==> src/rtl/uart_pkg.sv <==
// Shared UART package: default word width and receive-FIFO depth used by the
// Transmitter, Receiver, baud_generator and uart_rx_fifo.
package uart_pkg;

  // Default width of one UART data word.
  localparam int unsigned UART_SIZE_DATA  = 8;
  // Default log2 of the receive FIFO depth.
  localparam int unsigned UART_ADDR_WIDTH = 4;

endpackage : uart_pkg

==> src/rtl/uart_fifo_mem.sv <==
// FIFO storage: DEPTH x SIZE_DATA array with one write port and one registered
// read port. Contents are never reset.
// Ports:
//   clk     - system clock
//   wr_en   - write strobe, stores wr_data at wr_addr
//   wr_addr - write address
//   wr_data - write data
//   rd_en   - read strobe, loads rd_data from rd_addr
//   rd_addr - read address
//   rd_data - registered read data; holds while rd_en is low
module uart_fifo_mem
  import uart_pkg::*;
#(
  parameter int unsigned SIZE_DATA  = UART_SIZE_DATA,
  parameter int unsigned ADDR_WIDTH = UART_ADDR_WIDTH
) (
  input  logic                  clk,
  input  logic                  wr_en,
  input  logic [ADDR_WIDTH-1:0] wr_addr,
  input  logic [SIZE_DATA-1:0]  wr_data,
  input  logic                  rd_en,
  input  logic [ADDR_WIDTH-1:0] rd_addr,
  output logic [SIZE_DATA-1:0]  rd_data
);

  localparam int unsigned DEPTH = 2 ** ADDR_WIDTH;

  logic [SIZE_DATA-1:0] mem_r [DEPTH];

  // Write port and registered read port; a read of the address being written
  // in the same cycle returns the old word.
  always_ff @(posedge clk) begin
    if (wr_en) begin
      mem_r[wr_addr] <= wr_data;
    end
    if (rd_en) begin
      rd_data <= mem_r[rd_addr];
    end
  end

endmodule : uart_fifo_mem

==> src/rtl/uart_rx_fifo.sv <==
// Receive FIFO between the UART Receiver and the host.
// One word is written per rising edge of i_rx_done; the host pops with i_rd_en
// and gets the word one cycle later with an o_rd_valid pulse. Words arriving
// while full (and not simultaneously popped) are dropped and flagged in the
// sticky o_overrun.
// Ports:
//   i_clk, i_rst_n  - clock, synchronous active-low reset
//   i_rx_done       - receiver end-of-frame strobe (level, edge-detected here)
//   i_rx_data       - receiver data, valid while i_rx_done is high
//   o_fifo_full     - count == DEPTH
//   i_rd_en         - host pop request
//   o_rd_data       - popped word
//   o_rd_valid      - one-cycle pulse qualifying o_rd_data
//   o_fifo_empty    - count == 0
//   o_count         - occupancy 0..DEPTH
//   o_overrun       - sticky dropped-word flag
//   i_clr_overrun   - clears o_overrun (a coincident set wins)
module uart_rx_fifo
  import uart_pkg::*;
#(
  parameter int unsigned SIZE_DATA  = UART_SIZE_DATA,
  parameter int unsigned ADDR_WIDTH = UART_ADDR_WIDTH
) (
  input  logic                  i_clk,
  input  logic                  i_rst_n,
  input  logic                  i_rx_done,
  input  logic [SIZE_DATA-1:0]  i_rx_data,
  output logic                  o_fifo_full,
  input  logic                  i_rd_en,
  output logic [SIZE_DATA-1:0]  o_rd_data,
  output logic                  o_rd_valid,
  output logic                  o_fifo_empty,
  output logic [ADDR_WIDTH:0]   o_count,
  output logic                  o_overrun,
  input  logic                  i_clr_overrun
);

  localparam logic [ADDR_WIDTH:0] DEPTH_C = {1'b1, {ADDR_WIDTH{1'b0}}};

  logic                  rx_done_q_r;
  logic [ADDR_WIDTH-1:0] wr_ptr_r;
  logic [ADDR_WIDTH-1:0] rd_ptr_r;
  logic [ADDR_WIDTH:0]   count_r;
  logic                  rd_valid_r;
  logic                  overrun_r;
  // Set once a word has been popped since reset; the storage read register is
  // not reset, so o_rd_data is forced to zero until then.
  logic                  rd_seen_r;
  logic [SIZE_DATA-1:0]  mem_q_s;

  logic                  full_s;
  logic                  empty_s;
  logic                  wr_req_s;
  logic                  rd_req_s;
  logic                  wr_en_s;
  logic                  drop_s;

  // Request decode: rising-edge write, non-empty read; a write into a full
  // FIFO is still accepted when a pop frees a slot in the same cycle.
  always_comb begin
    full_s   = 1'b0;
    empty_s  = 1'b0;
    wr_req_s = 1'b0;
    rd_req_s = 1'b0;
    wr_en_s  = 1'b0;
    drop_s   = 1'b0;
    full_s   = (count_r == DEPTH_C);
    empty_s  = (count_r == {(ADDR_WIDTH+1){1'b0}});
    wr_req_s = i_rx_done & ~rx_done_q_r;
    rd_req_s = i_rd_en & ~empty_s;
    if (wr_req_s) begin
      wr_en_s = ~full_s | rd_req_s;
      drop_s  = full_s & ~rd_req_s;
    end else begin
      wr_en_s = 1'b0;
      drop_s  = 1'b0;
    end
  end

  // Pointer, occupancy, read-valid and overrun state.
  always_ff @(posedge i_clk) begin
    if (!i_rst_n) begin
      rx_done_q_r <= 1'b0;
      wr_ptr_r    <= {ADDR_WIDTH{1'b0}};
      rd_ptr_r    <= {ADDR_WIDTH{1'b0}};
      count_r     <= {(ADDR_WIDTH+1){1'b0}};
      rd_valid_r  <= 1'b0;
      overrun_r   <= 1'b0;
      rd_seen_r   <= 1'b0;
    end else begin
      rx_done_q_r <= i_rx_done;
      rd_valid_r  <= rd_req_s;
      if (wr_en_s) begin
        wr_ptr_r <= wr_ptr_r + ADDR_WIDTH'(1);
      end
      if (rd_req_s) begin
        rd_ptr_r  <= rd_ptr_r + ADDR_WIDTH'(1);
        rd_seen_r <= 1'b1;
      end
      case ({wr_en_s, rd_req_s})
        2'b10:   count_r <= count_r + (ADDR_WIDTH+1)'(1);
        2'b01:   count_r <= count_r - (ADDR_WIDTH+1)'(1);
        default: count_r <= count_r;
      endcase
      if (drop_s) begin
        overrun_r <= 1'b1;
      end else if (i_clr_overrun) begin
        overrun_r <= 1'b0;
      end
    end
  end

  uart_fifo_mem #(
    .SIZE_DATA  (SIZE_DATA),
    .ADDR_WIDTH (ADDR_WIDTH)
  ) u_mem (
    .clk     (i_clk),
    .wr_en   (wr_en_s),
    .wr_addr (wr_ptr_r),
    .wr_data (i_rx_data),
    .rd_en   (rd_req_s),
    .rd_addr (rd_ptr_r),
    .rd_data (mem_q_s)
  );

  assign o_rd_data    = rd_seen_r ? mem_q_s : {SIZE_DATA{1'b0}};
  assign o_rd_valid   = rd_valid_r;
  assign o_overrun    = overrun_r;
  assign o_count      = count_r;
  assign o_fifo_full  = full_s;
  assign o_fifo_empty = empty_s;

endmodule : uart_rx_fifo

==> config.mk <==
export PLATFORM = sky130hd
export DESIGN_NAME = uart_rx_fifo
export DESIGN_NICKNAME = d
export VERILOG_FILES = /design/src/rtl/uart_pkg.sv /design/src/rtl/uart_fifo_mem.sv /design/src/rtl/uart_rx_fifo.sv
export SDC_FILE = /design/constraint.sdc
export NUM_CORES = 1
export LEC_CHECK = 0
export CAP_MARGIN = 20
export CELL_PAD_IN_SITES_DETAIL_PLACEMENT = 1
export CELL_PAD_IN_SITES_GLOBAL_PLACEMENT = 1
export CORE_MARGIN = 10
export CORE_UTILIZATION = 45
export CTS_CLUSTER_DIAMETER = 120
export DETAILED_ROUTE_END_ITERATION = 16
export PLACE_DENSITY_LB_ADDON = 0.1
export SLEW_MARGIN = 10
export SYNTH_ARGS = -nofsm -noshare
export SYNTH_HDL_FRONTEND = slang
export SYNTH_SLANG_ARGS = --single-unit
==> constraint.sdc <==
create_clock -name i_clk -period 2.8 [get_ports i_clk]
set_clock_uncertainty 0.2 [all_clocks]
set_input_delay 0.84 -clock i_clk [delete_from_list [all_inputs] [get_ports i_clk]]
set_output_delay 0.84 -clock i_clk [all_outputs]
set_load 0.005 [all_outputs]
==> impl_metrics.csv <==
group,metric,value,unit
outcome,status,"finished clean",
layout,multi_input_area,1700,um2
clocking,cts-root-buf,"clkbuf_16",
sta,max_freq,0.371,GHz
logic_synthesis,syn_area_per_cell,17.5,um2
floorplanning,die_y,137,um
logic_synthesis,synth_edf_count,136,
worst_hold_path,hold_path_class,"reg -> reg",
drt,vias,3339,
sta,setup_viol,0,
logic_synthesis,synth_top_area_frac,0.660,
logic_synthesis,ys_types,41,
drt,drt-wirelength-per-cell,22.2,um
worst_setup_path,worst-path-stages,1,
clocking,cts_tree,"built",
worst_hold_path,holdPathStages,2,
clocking,hold_buffers,0,
power,power_density,897,nW/um2
global_route,grt_max_degree,22,
drt,finalWirelength,13500,um
global_route,grt_use_met1,0.194,
floorplanning,core_region_area,13300,um2
floorplanning,initial_core_util,0.463,
worst_setup_path,path_class,"reg -> out",
layout,seq_area,4430,um2
global_route,use_met3,0.0350,
clocking,cts.clk_slew.worst_paths,0.06,ns
sta,slew_headroom,0.521,
drt,avgViaCountPerCell,5.46,
global_route,grt_pass1_wl,21300,um
global_route,grt_use_met2,0.259,
clocking,h-tree-depth,4,
worst_setup_path,end_kind,"primary output",
logic_synthesis,syn-cell-area,6180,um2
drt,drt-initial-drc-count,197,
placed_design,dp_hpwl,8970,um
worst_setup_path,critPathRequiredTime,1.76,ns
global_route,grt.total_usage,0.155,
logic_synthesis,ys_ff_latch,153,
logic_synthesis,ys_top_cells_by_count,"136 x edfxtp_1, 32 x mux4_2, 30 x nor2_1, 21 x nand2_1, 17 x dfxtp_1",
layout,n_antenna_cell,0,
clocking,cts.sinks,153,
worst_setup_path,critPathLaunchType,"register",
power,p_leak,2.58,nW
logic_synthesis,synth_area_leader_cell,"edfxtp_1",
layout,syn2layout_area_growth,23.3,%
clocking,clk_latency,0.41,ns
logic_synthesis,seq_area_frac_synth,0.715,
sta,timing.final.ws_setup,0.103,ns
worst_setup_path,crit_buf_inv,1,
layout,drive_gt1_frac,0.264,
logic_synthesis,synth_area_leaders,"edfxtp_1 66%, mux4_2 12%, dfxtp_1 5.5%",
placed_design,post-place-ws,-0.383,ns
logic_synthesis,synth.most_common_cell,"edfxtp_1",
logic_synthesis,synth_fp_nets,376,
worst_setup_path,crit_chain,"clkdlybuf4s50_1",
placed_design,numPortBuffers,29,
global_route,grt_busiest_layer,"met2",
sta,period_share,0.963,
global_route,grt_pass1_vias,3619,
sta,worst_slew_pin_slew,0.718,ns
layout,fin_nets,444,
clocking,cts_buffers,17,
drt,drc,0,
flow_run,maxCapViolCount,0,
worst_setup_path,critical_path_arrival,1.66,ns
logic_synthesis,ys_async_sr_fraction,0,
worst_setup_path,cp_max_fo,12,
worst_setup_path,slowest_stage,"dfxtp_1",
floorplanning,die_area,18800,um2
worst_setup_path,max_stage_delay,0.63,ns
drt,ant_nets,0,
placed_design,gp_congestion,0.768,
floorplanning,boundaryPins,30,
worst_setup_path,path_delay_family,"flip-flops",
sta,rsz0062_at_grt,"false",
layout,n_fill_cell,1227,
clocking,cts_buffer_depth,2,
global_route,grt_antenna_before_repair,0,
power,ir_worst_vdd,0.000480,V
sta,finalHoldViolCount,0,
logic_synthesis,yosysWarnings,0,
logic_synthesis,yosys_most_used_dff,"edfxtp_1",
logic_synthesis,netlist_instances,354,
sta,slew_violations,0,
floorplanning,fp.dieW,137,um
global_route,overflow,0,
sta,period_needed,2.70,ns
drt,dr.pass1.iters,4,
worst_setup_path,rr_worst_depth,9,
floorplanning,rows,42,
power,total_power,6.84,mW
## power breakdown
group | switching, mW | internal, mW | leakage (nW) | total, mW
combinational | 0.731 | 0.895 | 0.901 | 1.63
clock | 0.832 | 1.58 | 0.310 | 2.41
sequential | 0.140 | 2.66 | 1.37 | 2.80
total | 1.70 | 5.13 | 2.58 | 6.84
## through the flow
step | TNS [ns] | util | instance area [um2] | hold slack, ns | cells
after detailed placement | -27.27 | 0.521 | 6950 | 0.277 | 578
after global placement | -18.20 | 0.521 | 6950 | 0.281 | 578
after floorplan | 0 | - | 6200 | 0.274 | 354
after global routing | 0 | 0.571 | 7620 | 0.331 | 611
after CTS | 0 | 0.569 | 7600 | 0.299 | 611
final | 0 | 0.571 | 7620 | 0.296 | 611
## area by class of cell
type                    count  share of cell area
clock inverters             8              0.0187
clock buffers              24              0.0645
well taps                 176              0.0289
inverters                   9             0.00443
repair buffers             67              0.0801
flip-flops and latches    153               0.581
multi-input cells         174               0.223
## placed cells by master, fill, tap and decap left out, types with 2 or more instances in the layout
cell               n
bufinv_16          4
inv_1              8
dfxtp_1           15
ha_1               8
edfxtp_1         136
nor2_1            29
xor2_1             2
clkbuf_1           3
xnor2_1            3
nand2b_1           5
clkinv_2           3
mux2i_1            5
a21oi_2            2
nor2b_1            4
clkbuf_8           4
nor3_2             3
mux4_2            32
dfxtp_2            2
clkbuf_16         17
dlygate4sd2_1      2
buf_4             35
buf_12             3
a211o_1            2
nand2_1           21
clkdlybuf4s50_1   27
o21ai_0            2
and2_1            11
a22oi_1           16
nand3_1            5
## logic make-up after synthesis
group | share of synthesized area
AND/OR/NAND/NOR | 0.0678
AO/OA/AOI/OAI | 0.0482
flip-flops | 0.716
buffers and inverters | 0.0174
multiplexers | 0.125
adder cells (fa/ha/maj) | 0.0194
XOR/XNOR | 0.00708
## state kept, by name, indices dropped and copies added, names as in the netlist
register	cells
rd_ptr_r	4
u_mem.rd_data	8
o_count	5
rx_done_q_r	1
wr_ptr_r	4
rd_seen_r	1
o_rd_valid	1
o_overrun	1
u_mem.mem_r	128
## timing repair
action                     CTS  global route
setup endpoints to repair    2             9
pin swaps                    2             1
gates cloned                 0             0
resized for setup            3             7
buffers inserted             1             0
## metal layers
metal / wire (um) / share of wire
met5: 0 / 0
met4: 159 / 0.012
met3: 631 / 0.047
met1: 5770 / 0.43
met2: 6990 / 0.52
## worst paths after layout
path	from	end	slack, ns
setup / recovery	o_count[4]$_SDFFE_PN0P_	o_count[4]	0.10
hold reg to reg	o_overrun$_SDFFE_PN0P_	o_overrun$_SDFFE_PN0P_	0.30
hold / removal	o_overrun$_SDFFE_PN0P_	o_overrun$_SDFFE_PN0P_	0.30
setup reg to reg	o_count[2]$_SDFFE_PN0P_	o_count[4]$_SDFFE_PN0P_	0.12
No activity file was read; power rests on OpenSTA's default activity.
